===== config.mk =====
export PLATFORM = sky130hd
export DESIGN_NAME = serial_deser8
export DESIGN_NICKNAME = d
export VERILOG_FILES = /design/src/rtl/serial_deser8_pkg.sv /design/src/rtl/serial_deser8_dmux.sv /design/src/rtl/serial_deser8.sv
export SDC_FILE = /design/constraint.sdc
export NUM_CORES = 1
export LEC_CHECK = 0
export CAP_MARGIN = 20
export CELL_PAD_IN_SITES_DETAIL_PLACEMENT = 1
export CELL_PAD_IN_SITES_GLOBAL_PLACEMENT = 1
export CORE_MARGIN = 2
export CORE_UTILIZATION = 44
export DETAILED_ROUTE_END_ITERATION = 10
export GPL_TIMING_DRIVEN = 0
export PLACE_DENSITY = 0.85
export SETUP_SLACK_MARGIN = 0.05
export SLEW_MARGIN = 10
export SYNTH_ARGS = -nofsm -noshare
export SYNTH_HDL_FRONTEND = slang
export SYNTH_HIERARCHICAL = 1
export SYNTH_SLANG_ARGS = --single-unit

===== constraint.sdc =====
create_clock -name clk -period 4.5 [get_ports clk]
set_clock_uncertainty 0.1 [all_clocks]
set_input_delay 0.675 -clock clk [delete_from_list [all_inputs] [get_ports clk]]
set_output_delay 0.675 -clock clk [all_outputs]
set_load 0.05 [all_outputs]

===== src/rtl/serial_deser8_pkg.sv =====
// serial_deser8_pkg
//   Shared types and constants for the serial_deser8 deserializer slice.
//   FRAME_BITS : data bits per frame
//   SLOT_W     : width of the slot counter / demux select
//   state_t    : COLLECT (data slots 0..7), PARITY (9th bit, parity builds only)
//   even_parity_err() : 1 when {data, parity} does not have even parity
package serial_deser8_pkg;

  localparam int FRAME_BITS = 8;
  localparam int SLOT_W     = 3;

  typedef enum logic [0:0] {
    COLLECT = 1'b0,
    PARITY  = 1'b1
  } state_t;

  // Even parity check over a data byte plus its received parity bit.
  function automatic logic even_parity_err(input logic [7:0] data, input logic par);
    return ^{data, par};
  endfunction

endpackage


===== src/rtl/serial_deser8_dmux.sv =====
// dmux1to8
//   1-to-8 demultiplexer: routes the single input onto output y[sel];
//   every other output is 0.
//   in  : data input
//   sel : output select (0..7)
//   y   : one-hot-gated outputs
module dmux1to8
  import serial_deser8_pkg::*;
(
  input  logic              in,
  input  logic [SLOT_W-1:0] sel,
  output logic [7:0]        y
);

  // Steer the input onto the selected output line.
  always_comb begin
    y = 8'h00;
    case (sel)
      3'd0:    y[0] = in;
      3'd1:    y[1] = in;
      3'd2:    y[2] = in;
      3'd3:    y[3] = in;
      3'd4:    y[4] = in;
      3'd5:    y[5] = in;
      3'd6:    y[6] = in;
      3'd7:    y[7] = in;
      default: y = 8'h00;
    endcase
  end

endmodule


===== src/rtl/serial_deser8.sv =====
// serial_deser8
//   Serial-to-parallel deserializer: a slot counter drives a 1-to-8 demux that
//   steers each accepted serial bit into an accumulate register; a completed
//   frame is copied into a separate output register presented on valid/ready.
//   Optional feature macro: SERIAL_DESER8_PARITY_EN adds a 9th even-parity bit
//   per frame and reports out_parity_err alongside out_data.
//   Parameters:
//     MSB_FIRST      : 0 -> first bit lands in out_data[0]; 1 -> in out_data[7]
//     TIMEOUT_CYCLES : idle cycles mid-frame before the partial frame is
//                      dropped; 0 disables the timeout
//   Ports:
//     clk, rst_n      : clock, async active-low reset
//     in_bit/in_valid : serial input, in_ready accepts it
//     out_data/out_valid/out_ready : byte output handshake
//     frame_abort     : one-cycle pulse when a partial frame times out
//     out_parity_err  : parity mismatch for current out_data (0 without macro)
module serial_deser8
  import serial_deser8_pkg::*;
#(
  parameter int MSB_FIRST      = 0,
  parameter int TIMEOUT_CYCLES = 0
)(
  input  logic       clk,
  input  logic       rst_n,
  input  logic       in_bit,
  input  logic       in_valid,
  output logic       in_ready,
  output logic [7:0] out_data,
  output logic       out_valid,
  input  logic       out_ready,
  output logic       frame_abort,
  output logic       out_parity_err
);

  localparam int TCNT_W = (TIMEOUT_CYCLES > 0) ? $clog2(TIMEOUT_CYCLES + 1) : 1;
  localparam logic [TCNT_W-1:0] TCNT_LAST =
    (TIMEOUT_CYCLES > 0) ? TCNT_W'(TIMEOUT_CYCLES - 1) : {TCNT_W{1'b0}};
  localparam logic [SLOT_W-1:0] SLOT_LAST = SLOT_W'(FRAME_BITS - 1);

  state_t            state_r;
  logic [SLOT_W-1:0] slot_r;
  logic [7:0]        acc_r;
  logic [7:0]        out_data_r;
  logic              out_valid_r;
  logic              abort_r;
  logic [TCNT_W-1:0] tcnt_r;

  logic [SLOT_W-1:0] sel_s;
  logic [7:0]        demux_s;
  logic [7:0]        acc_next_s;
  logic              completing_s;
  logic              in_ready_s;
  logic              accept_s;
  logic              acc_wr_s;
  logic              complete_s;
  logic              consume_s;
  logic              mid_frame_s;
  logic              timeout_s;

  // Map slot number to the accumulate bit it fills.
  always_comb begin
    if (MSB_FIRST != 0) begin
      sel_s = SLOT_LAST - slot_r;
    end else begin
      sel_s = slot_r;
    end
  end

  // The completing bit is the last data slot, or the parity bit when enabled.
`ifdef SERIAL_DESER8_PARITY_EN
  assign completing_s = (state_r == PARITY);
`else
  assign completing_s = (state_r == COLLECT) && (slot_r == SLOT_LAST);
`endif

  // Only the completing bit can stall, and only while an unconsumed byte waits.
  always_comb begin
    if (completing_s && out_valid_r && !out_ready) begin
      in_ready_s = 1'b0;
    end else begin
      in_ready_s = 1'b1;
    end
  end

  assign accept_s  = in_valid & in_ready_s;
  assign acc_wr_s  = accept_s & (state_r == COLLECT);
  assign consume_s = out_valid_r & out_ready;

`ifdef SERIAL_DESER8_PARITY_EN
  assign complete_s = accept_s & (state_r == PARITY);
`else
  assign complete_s = accept_s & (slot_r == SLOT_LAST);
`endif

  dmux1to8 u_dmux (
    .in  (in_bit & accept_s),
    .sel (sel_s),
    .y   (demux_s)
  );

  // Next accumulate value: only the selected bit takes the demux output.
  always_comb begin
    acc_next_s = acc_r;
    if (acc_wr_s) begin
      acc_next_s[sel_s] = demux_s[sel_s];
    end else begin
      acc_next_s = acc_r;
    end
  end

  // Timeout fires on an idle cycle mid-frame once the count reaches the limit;
  // an accepted bit in the same cycle always wins.
  always_comb begin
    mid_frame_s = (slot_r != {SLOT_W{1'b0}}) || (state_r != COLLECT);
    if ((TIMEOUT_CYCLES > 0) && mid_frame_s && !accept_s && (tcnt_r == TCNT_LAST)) begin
      timeout_s = 1'b1;
    end else begin
      timeout_s = 1'b0;
    end
  end

  // Frame FSM: slot counter and COLLECT/PARITY state.
  always_ff @(posedge clk or negedge rst_n) begin
    if (!rst_n) begin
      state_r <= COLLECT;
      slot_r  <= {SLOT_W{1'b0}};
    end else if (accept_s) begin
      case (state_r)
        COLLECT: begin
          if (slot_r == SLOT_LAST) begin
            slot_r <= {SLOT_W{1'b0}};
`ifdef SERIAL_DESER8_PARITY_EN
            state_r <= PARITY;
`else
            state_r <= COLLECT;
`endif
          end else begin
            slot_r <= slot_r + SLOT_W'(1);
          end
        end
        PARITY: begin
          slot_r  <= {SLOT_W{1'b0}};
          state_r <= COLLECT;
        end
        default: begin
          slot_r  <= {SLOT_W{1'b0}};
          state_r <= COLLECT;
        end
      endcase
    end else if (timeout_s) begin
      slot_r  <= {SLOT_W{1'b0}};
      state_r <= COLLECT;
    end
  end

  // Accumulate register for the frame in progress.
  always_ff @(posedge clk or negedge rst_n) begin
    if (!rst_n) begin
      acc_r <= 8'h00;
    end else if (acc_wr_s) begin
      acc_r <= acc_next_s;
    end
  end

  // Output byte register: load on completion, hold until consumed.
  always_ff @(posedge clk or negedge rst_n) begin
    if (!rst_n) begin
      out_data_r  <= 8'h00;
      out_valid_r <= 1'b0;
    end else if (complete_s) begin
`ifdef SERIAL_DESER8_PARITY_EN
      out_data_r <= acc_r;
`else
      out_data_r <= acc_next_s;
`endif
      out_valid_r <= 1'b1;
    end else if (consume_s) begin
      out_valid_r <= 1'b0;
    end
  end

`ifdef SERIAL_DESER8_PARITY_EN
  logic parity_err_r;

  // Parity flag travels with the byte it describes.
  always_ff @(posedge clk or negedge rst_n) begin
    if (!rst_n) begin
      parity_err_r <= 1'b0;
    end else if (complete_s) begin
      parity_err_r <= even_parity_err(acc_r, in_bit);
    end
  end

  assign out_parity_err = parity_err_r;
`else
  assign out_parity_err = 1'b0;
`endif

  // Idle-cycle counter: runs only mid-frame, cleared by any accepted bit.
  always_ff @(posedge clk or negedge rst_n) begin
    if (!rst_n) begin
      tcnt_r <= {TCNT_W{1'b0}};
    end else if ((TIMEOUT_CYCLES == 0) || accept_s || !mid_frame_s || timeout_s) begin
      tcnt_r <= {TCNT_W{1'b0}};
    end else begin
      tcnt_r <= tcnt_r + TCNT_W'(1);
    end
  end

  // One-cycle abort pulse.
  always_ff @(posedge clk or negedge rst_n) begin
    if (!rst_n) begin
      abort_r <= 1'b0;
    end else begin
      abort_r <= timeout_s;
    end
  end

  assign in_ready    = in_ready_s;
  assign out_data    = out_data_r;
  assign out_valid   = out_valid_r;
  assign frame_abort = abort_r;

endmodule


* After elaboration in Yosys (flattened, before gate mapping)
Index checks and enable logic that the tools add are counted.
Cells by class: magnitude comparators 2, muxes and demuxes 18, reduce and logical (&&, ||, !) cells 6, equality and inequality tests 7, bitwise operators 4, add/sub/neg operators 1
Operator list (count):
- 2-to-1 mux 1 bit | 13
- == test 3 bit, second input constant | 4
- bitwise mux 8 bit | 1
- 2-to-1 mux 8 bit | 1
- == test 3 x 2 -> 1 bit, second input constant | 2
- AND 1 bit | 4
- less-than comparator 3 x 4 -> 1 bit, second input constant | 1
- adder 3 x 1 -> 3 bit, second input constant | 1
- binary-select mux 1 bit (select 3 bit) | 1
- demux 1 bit (select 3 bit) | 1
- == test 3 x 1 -> 1 bit, second input constant | 1
- >= comparator 3 x 1 -> 1 bit, second input constant | 1
- logical AND 1 bit | 3
- logical NOT 3 bit | 1
- 2-to-1 mux 3 bit | 1
- nonzero test 2 bit | 1
- logical NOT 1 bit | 1
Storage, ports and cells: word-level logic and storage cells 42, output and inout bits 12, bits in registers 20

* Longest topological paths before layout
word-level depth 11, depth in mapped cells 11, depth with buffers taken out 9

* Cells and area by module
The synthesis kept the hierarchy.
Modules (own cells, without submodules):
- serial_deser8 | area an instance 1014.7 um^2, instances 1, sequential area each 500.5 um^2, cells each 100
- dmux1to8 | area an instance 95.1 um^2, instances 1, sequential area each 0.0 um^2, cells each 8

* Worst setup path after synthesis
Ideal clock, no wire load.
path kind register -> register, start point register slot_r[0] (netlist: sel_s[0]), end point register out_data_r[6] (netlist: out_data[6]), required time 4.318 ns, clock period less this slack 2.855 ns, arrival 2.673 ns, stages on the path, launching flop included 11, setup time 0.082 ns, setup slack 1.645 ns, cell sequence dfrtp_1 -> ha_1 -> ha_1 -> and3b_1 -> buf_6 -> inv_2 -> buf_2 -> and3_1 -> and4b_2 -> or4b_4 -> a31oi_1
On the way: longest elaborated chain between the ends 11, elaborated cells between the ends (all ways) 31, classes of those cells order compare: 2; eq/ne: 7; mux: 15; bitwise: 3; reduce/logical: 4
RTL lines:
- start: declaration | RTL line serial_deser8.sv:41 | logic [SLOT_W-1:0] slot_r;
- start signal: assignment | RTL line serial_deser8.sv:126 | slot_r <= {SLOT_W{1'b0}};
- start signal: assignment | RTL line serial_deser8.sv:131 | slot_r <= {SLOT_W{1'b0}};
- start signal: assignment | RTL line serial_deser8.sv:138 | slot_r <= slot_r + SLOT_W'(1);
- == test 3 bit | RTL line serial_deser8.sv:73 | assign completing_s = (state_r == COLLECT) && (slot_r == SLOT_LAST);
- logical AND 1 bit (2 in a row) | RTL line serial_deser8.sv:78 | if (completing_s && out_valid_r && !out_ready) begin
- 2-to-1 mux 1 bit | RTL line serial_deser8.sv:78
- via in_ready | RTL line serial_deser8.sv:27 | output logic in_ready,
- AND 1 bit | RTL line serial_deser8.sv:85 | assign accept_s = in_valid & in_ready_s;
- AND 1 bit | RTL line serial_deser8.sv:96 | .in (in_bit & accept_s),
- 2-to-1 mux 1 bit | RTL line serial_deser8_dmux.sv:18 | case (sel)
- via demux_s[6] | RTL line serial_deser8.sv:49 | logic [7:0] demux_s;
- binary-select mux 1 bit (select 3 bit) | RTL line serial_deser8.sv:105 | acc_next_s[sel_s] = demux_s[sel_s];
- 2-to-1 mux 1 bit (implied by the code) | RTL line serial_deser8.sv:105
- bitwise mux 8 bit | RTL line serial_deser8.sv:105
- 2-to-1 mux 8 bit | RTL line serial_deser8.sv:104 | if (acc_wr_s) begin
- end signal: assignment | RTL line serial_deser8.sv:174 | out_data_r <= acc_next_s;
- end: declaration | RTL line serial_deser8.sv:43 | logic [7:0] out_data_r;
The timed path passes the listed nets, and every way through them passes these cells. The select of a mux whose other input is x is not followed. A chain may end at the register's enable or synchronous reset.

* Worst setup path after layout
start point register slot_r[0] (netlist: sel_s[0]), end point output port in_ready
On the way: longest elaborated chain between the ends 4
RTL lines (RTL line):
- == test 3 bit | serial_deser8.sv:73
- logical AND 1 bit (2 in a row) | serial_deser8.sv:78
- 2-to-1 mux 1 bit | serial_deser8.sv:78
- end: declaration | serial_deser8.sv:27
No other way between the ends.

==> summary.md <==
| Metric | Value |
|---|---|
| Synthesized flop and latch total | `20` |
| Final min period | `3.622 ns` |
| CTS Hold Buffers Added | `0` |
| Setup violators final | `0` |
| Crit-path max cell delay | `around 0.83 ns` |
| Pins over their slew limit | `0` |
| Element type at the critical path end | `primary output` |
| Max-cap viol count | `0` |
| Setup_tns | `0 ns` |
| Non-filler instance count after layout | `between 150 and 200` |
| Worst EP arrival | `2.85 ns` |
| Post-Place Cells | `153` |
| HP Class | `register to register` |
| PortBufs | `14` |
| WL final | `2.652 mm` |
| DR iter-0 viols | `9` |
| Leak | `0.5987 nW` |
| Hold Crit Depth | `2` |
| Post-synth top area share | `0.4510` |
| Wire length per cell | `roughly 17 um` |
| FF-to-FF path depth | `11` |
| Die Area | `0.002940 sq mm` |
| Power density cells | `684.1 mW/mm^2` |
| Fmax | `276.1 MHz` |
| Post-DP HPWL | `1.994 mm` |
| Die X | `54.22 um` |
| Max_slew headroom | `0.4027` |
| Vias in the first global route | `936` |
| # rows | `18` |
| Ys async rst share | `1.000` |
| Post-CTS setup buffer count | `0` |
| Fraction of layout cells with a size suffix above 1 | `0.1732` |
| Sink Count | `20` |
| Total power | `919.3 uW` |
| Post-route cell area | `0.001344 sq mm` |
| Warnings from Yosys | `6` |
| Largest net degree at the start of global routing | `21` |
| TritonCTS buffer count | `3` |
| CTS root buffer | `clkbuf_4` |
| Mapped Area | `around 0.0011 sq mm` |
| Maximum clock path buffer count | `2` |
| Core area | `0.002432 sq mm` |
| Reg clk slew, reported paths | `~0.12 ns` |
| CP Cell Sequence | `ha_1 > ha_1 > and3b_1 > buf_6 > inv_2 > buf_2 > clkdlybuf4s50_1` |
| Fin Hold WS | `0.4160 ns` |
| Finished Core Util | `0.5525` |
| Seq/Total Area, Yosys | `0.4510` |
| Post_cts resized | `0` |
| Die Span Y | `54.22 um` |
| GRT Resource Usage Total | `0.2048` |
| Worst-margin pin slew | `0.8931 ns` |
| Post-Syn Instances | `108` |
| Critical Path RT | `3.72 ns` |
| Synth-to-layout area growth | `21.08%` |
| Run status | `finished, final reports clean` |
| Area leader, netlist | `dfrtp_1` |
| Antenna violations before repair | `0` |
| Worst reg2reg path startpoint | `sel_s[0]` |
| Slowest cell on the critical path | `clkdlybuf4s50_1` |
| Endpoints failing hold | `0` |
| HP Start | `acc_r[2]` |
| Area of the multi-input gates | `543.0 sq um` |
| Setup Crit Path Kind | `register to primary output` |
| CTS tree | `built` |
| Drt first pass iters | `4` |
| Period utilization | `0.8049` |
| Synth Flop Type | `dfrtp_1` |
| Ant diodes | `0` |
| Max Fanout on Critical Path | `13` |
| Setup ws final | `~0.88 ns` |
| Post-synth EDFFs | `0` |
| RePlAce Congestion | `0.7356` |
| Routed Antenna Nets | `0` |
| Yosys cell types | `37` |
| R2R setup slack | `1.29 ns` |
| Worst r2r dst | `out_data[0]` |
| Reg area | `between 500 and 600 sq um` |
| Nets | `135` |
| Fillers | `283` |
| Routed via count | `899` |
| H-Tree Depth | `1` |
| Avg Cell Area, Syn | `around 10 sq um` |
| Worst Hold Path EP | `acc_r[2]` |
| DRC Markers | `0` |
| Worst skew pair latency | `0.30 ns` |
| Synth cell count leaders | `20 x dfrtp_1, 8 x nand2_1, 6 x nor2_1` |
| VDD IR max | `0.4000 mV` |
| I/O Pins | `17` |
| First-pass GRT wire length | `4.319 mm` |
| Initial Utilization | `0.4563` |
| Area post-placement | `0.001291 sq mm` |
| CP startpoint kind | `register` |
| RSZ-0062 raised after global routing | `false` |
| Top cells by area, synth | `dfrtp_1 45%, o31ai_1 3.4%, mux2_2 3.0%, a31oi_1 2.8%, nand2_1 2.7%` |
| Vias per std cell | `5.726` |
| Grt ovf | `0` |
| Top-count cell post-synth | `dfrtp_1` |
| Dpl ws | `1.105 ns` |
| Most common cell type on the critical path | `ha_1` |
-- final cells by class --
cell class                 count  share of cell area
buffer                         8             0.03818
sequential                    20              0.3724
tap                           30             0.02793
clock inverter                 1             0.02235
multi-input combinational     76              0.4041
clock buffer                   3             0.01676
timing repair buffer          14              0.1043
inverter                       5             0.01397
-- how the worst max path moves through the flow --
stage	startpoint	to	slack, ns	depth (start not counted)
floorplan	sel_s[0]	out_data[6]	1.64	10
global placement	out_ready	in_ready	1.13	6
detailed placement	out_ready	in_ready	1.10	6
CTS	sel_s[0]	in_ready	0.88	7
global route	sel_s[0]	in_ready	0.75	7
finish	sel_s[0]	in_ready	0.88	7
-- per-layer routing --
| layer | global-route usage | vias up | share of wire |
|---|---|---|---|
| li1 | - | 440 | - |
| met1 | 0.2771 | 446 | 0.47 |
| met2 | 0.3414 | 11 | 0.50 |
| met3 | 0.02459 | 2 | 0.025 |
| met4 | 0.06250 | 0 | 0.0072 |
| met5 | 0 | - | 0 |
-- cells by family after synthesis --
kind of cell / Yosys count / share of synthesized area
other: 1 / 0.003379
flip-flops: 20 / 0.4510
AO/OA/AOI/OAI: 26 / 0.1578
AND/OR/NAND/NOR: 43 / 0.2717
adder cells (fa/ha/maj): 2 / 0.02254
multiplexers: 3 / 0.03044
buffers and inverters: 13 / 0.06312
-- report_power, final --
part	switching [mW]	leakage (nW)	internal, mW	total, mW
combinational	0.283	0.320	0.170	0.453
sequential	0.0590	0.251	0.259	0.318
clock	0.0588	0.0279	0.0900	0.149
total	0.401	0.599	0.519	0.919
-- placed cells by master, fill, tap and decap left out, types with 3 or more instances in the layout --
cell type,synthesis,final
a31oi_1,5,5
mux2_2,3,3
nand4_1,3,3
clkbuf_4,0,3
clkdlybuf4s50_1,0,14
a21oi_1,5,5
o21ai_0,4,4
nor2b_1,3,3
dfrtp_1,20,20
inv_1,4,4
a31o_1,3,3
nor2_1,6,6
nor3b_1,3,3
buf_2,5,5
nand2_1,8,8
o31ai_1,5,5
-- worst max-delay path: cells and delay by family (launching register included) --
| family | cells | cell delay (ns) |
|---|---|---|
| buffers and inverters | 4 | 1.25 |
| flip-flops | 1 | 0.53 |
| adder cells (fa/ha/maj) | 2 | 0.53 |
| AND/OR/NAND/NOR | 1 | 0.22 |
-- registers in the layout (all words and copies together) (netlist names) --
| name | flops |
|---|---|
| acc_r | 8 |
| out_data | 8 |
| out_valid | 1 |
| sel_s | 3 |
Power figures use the tool's default switching activity.
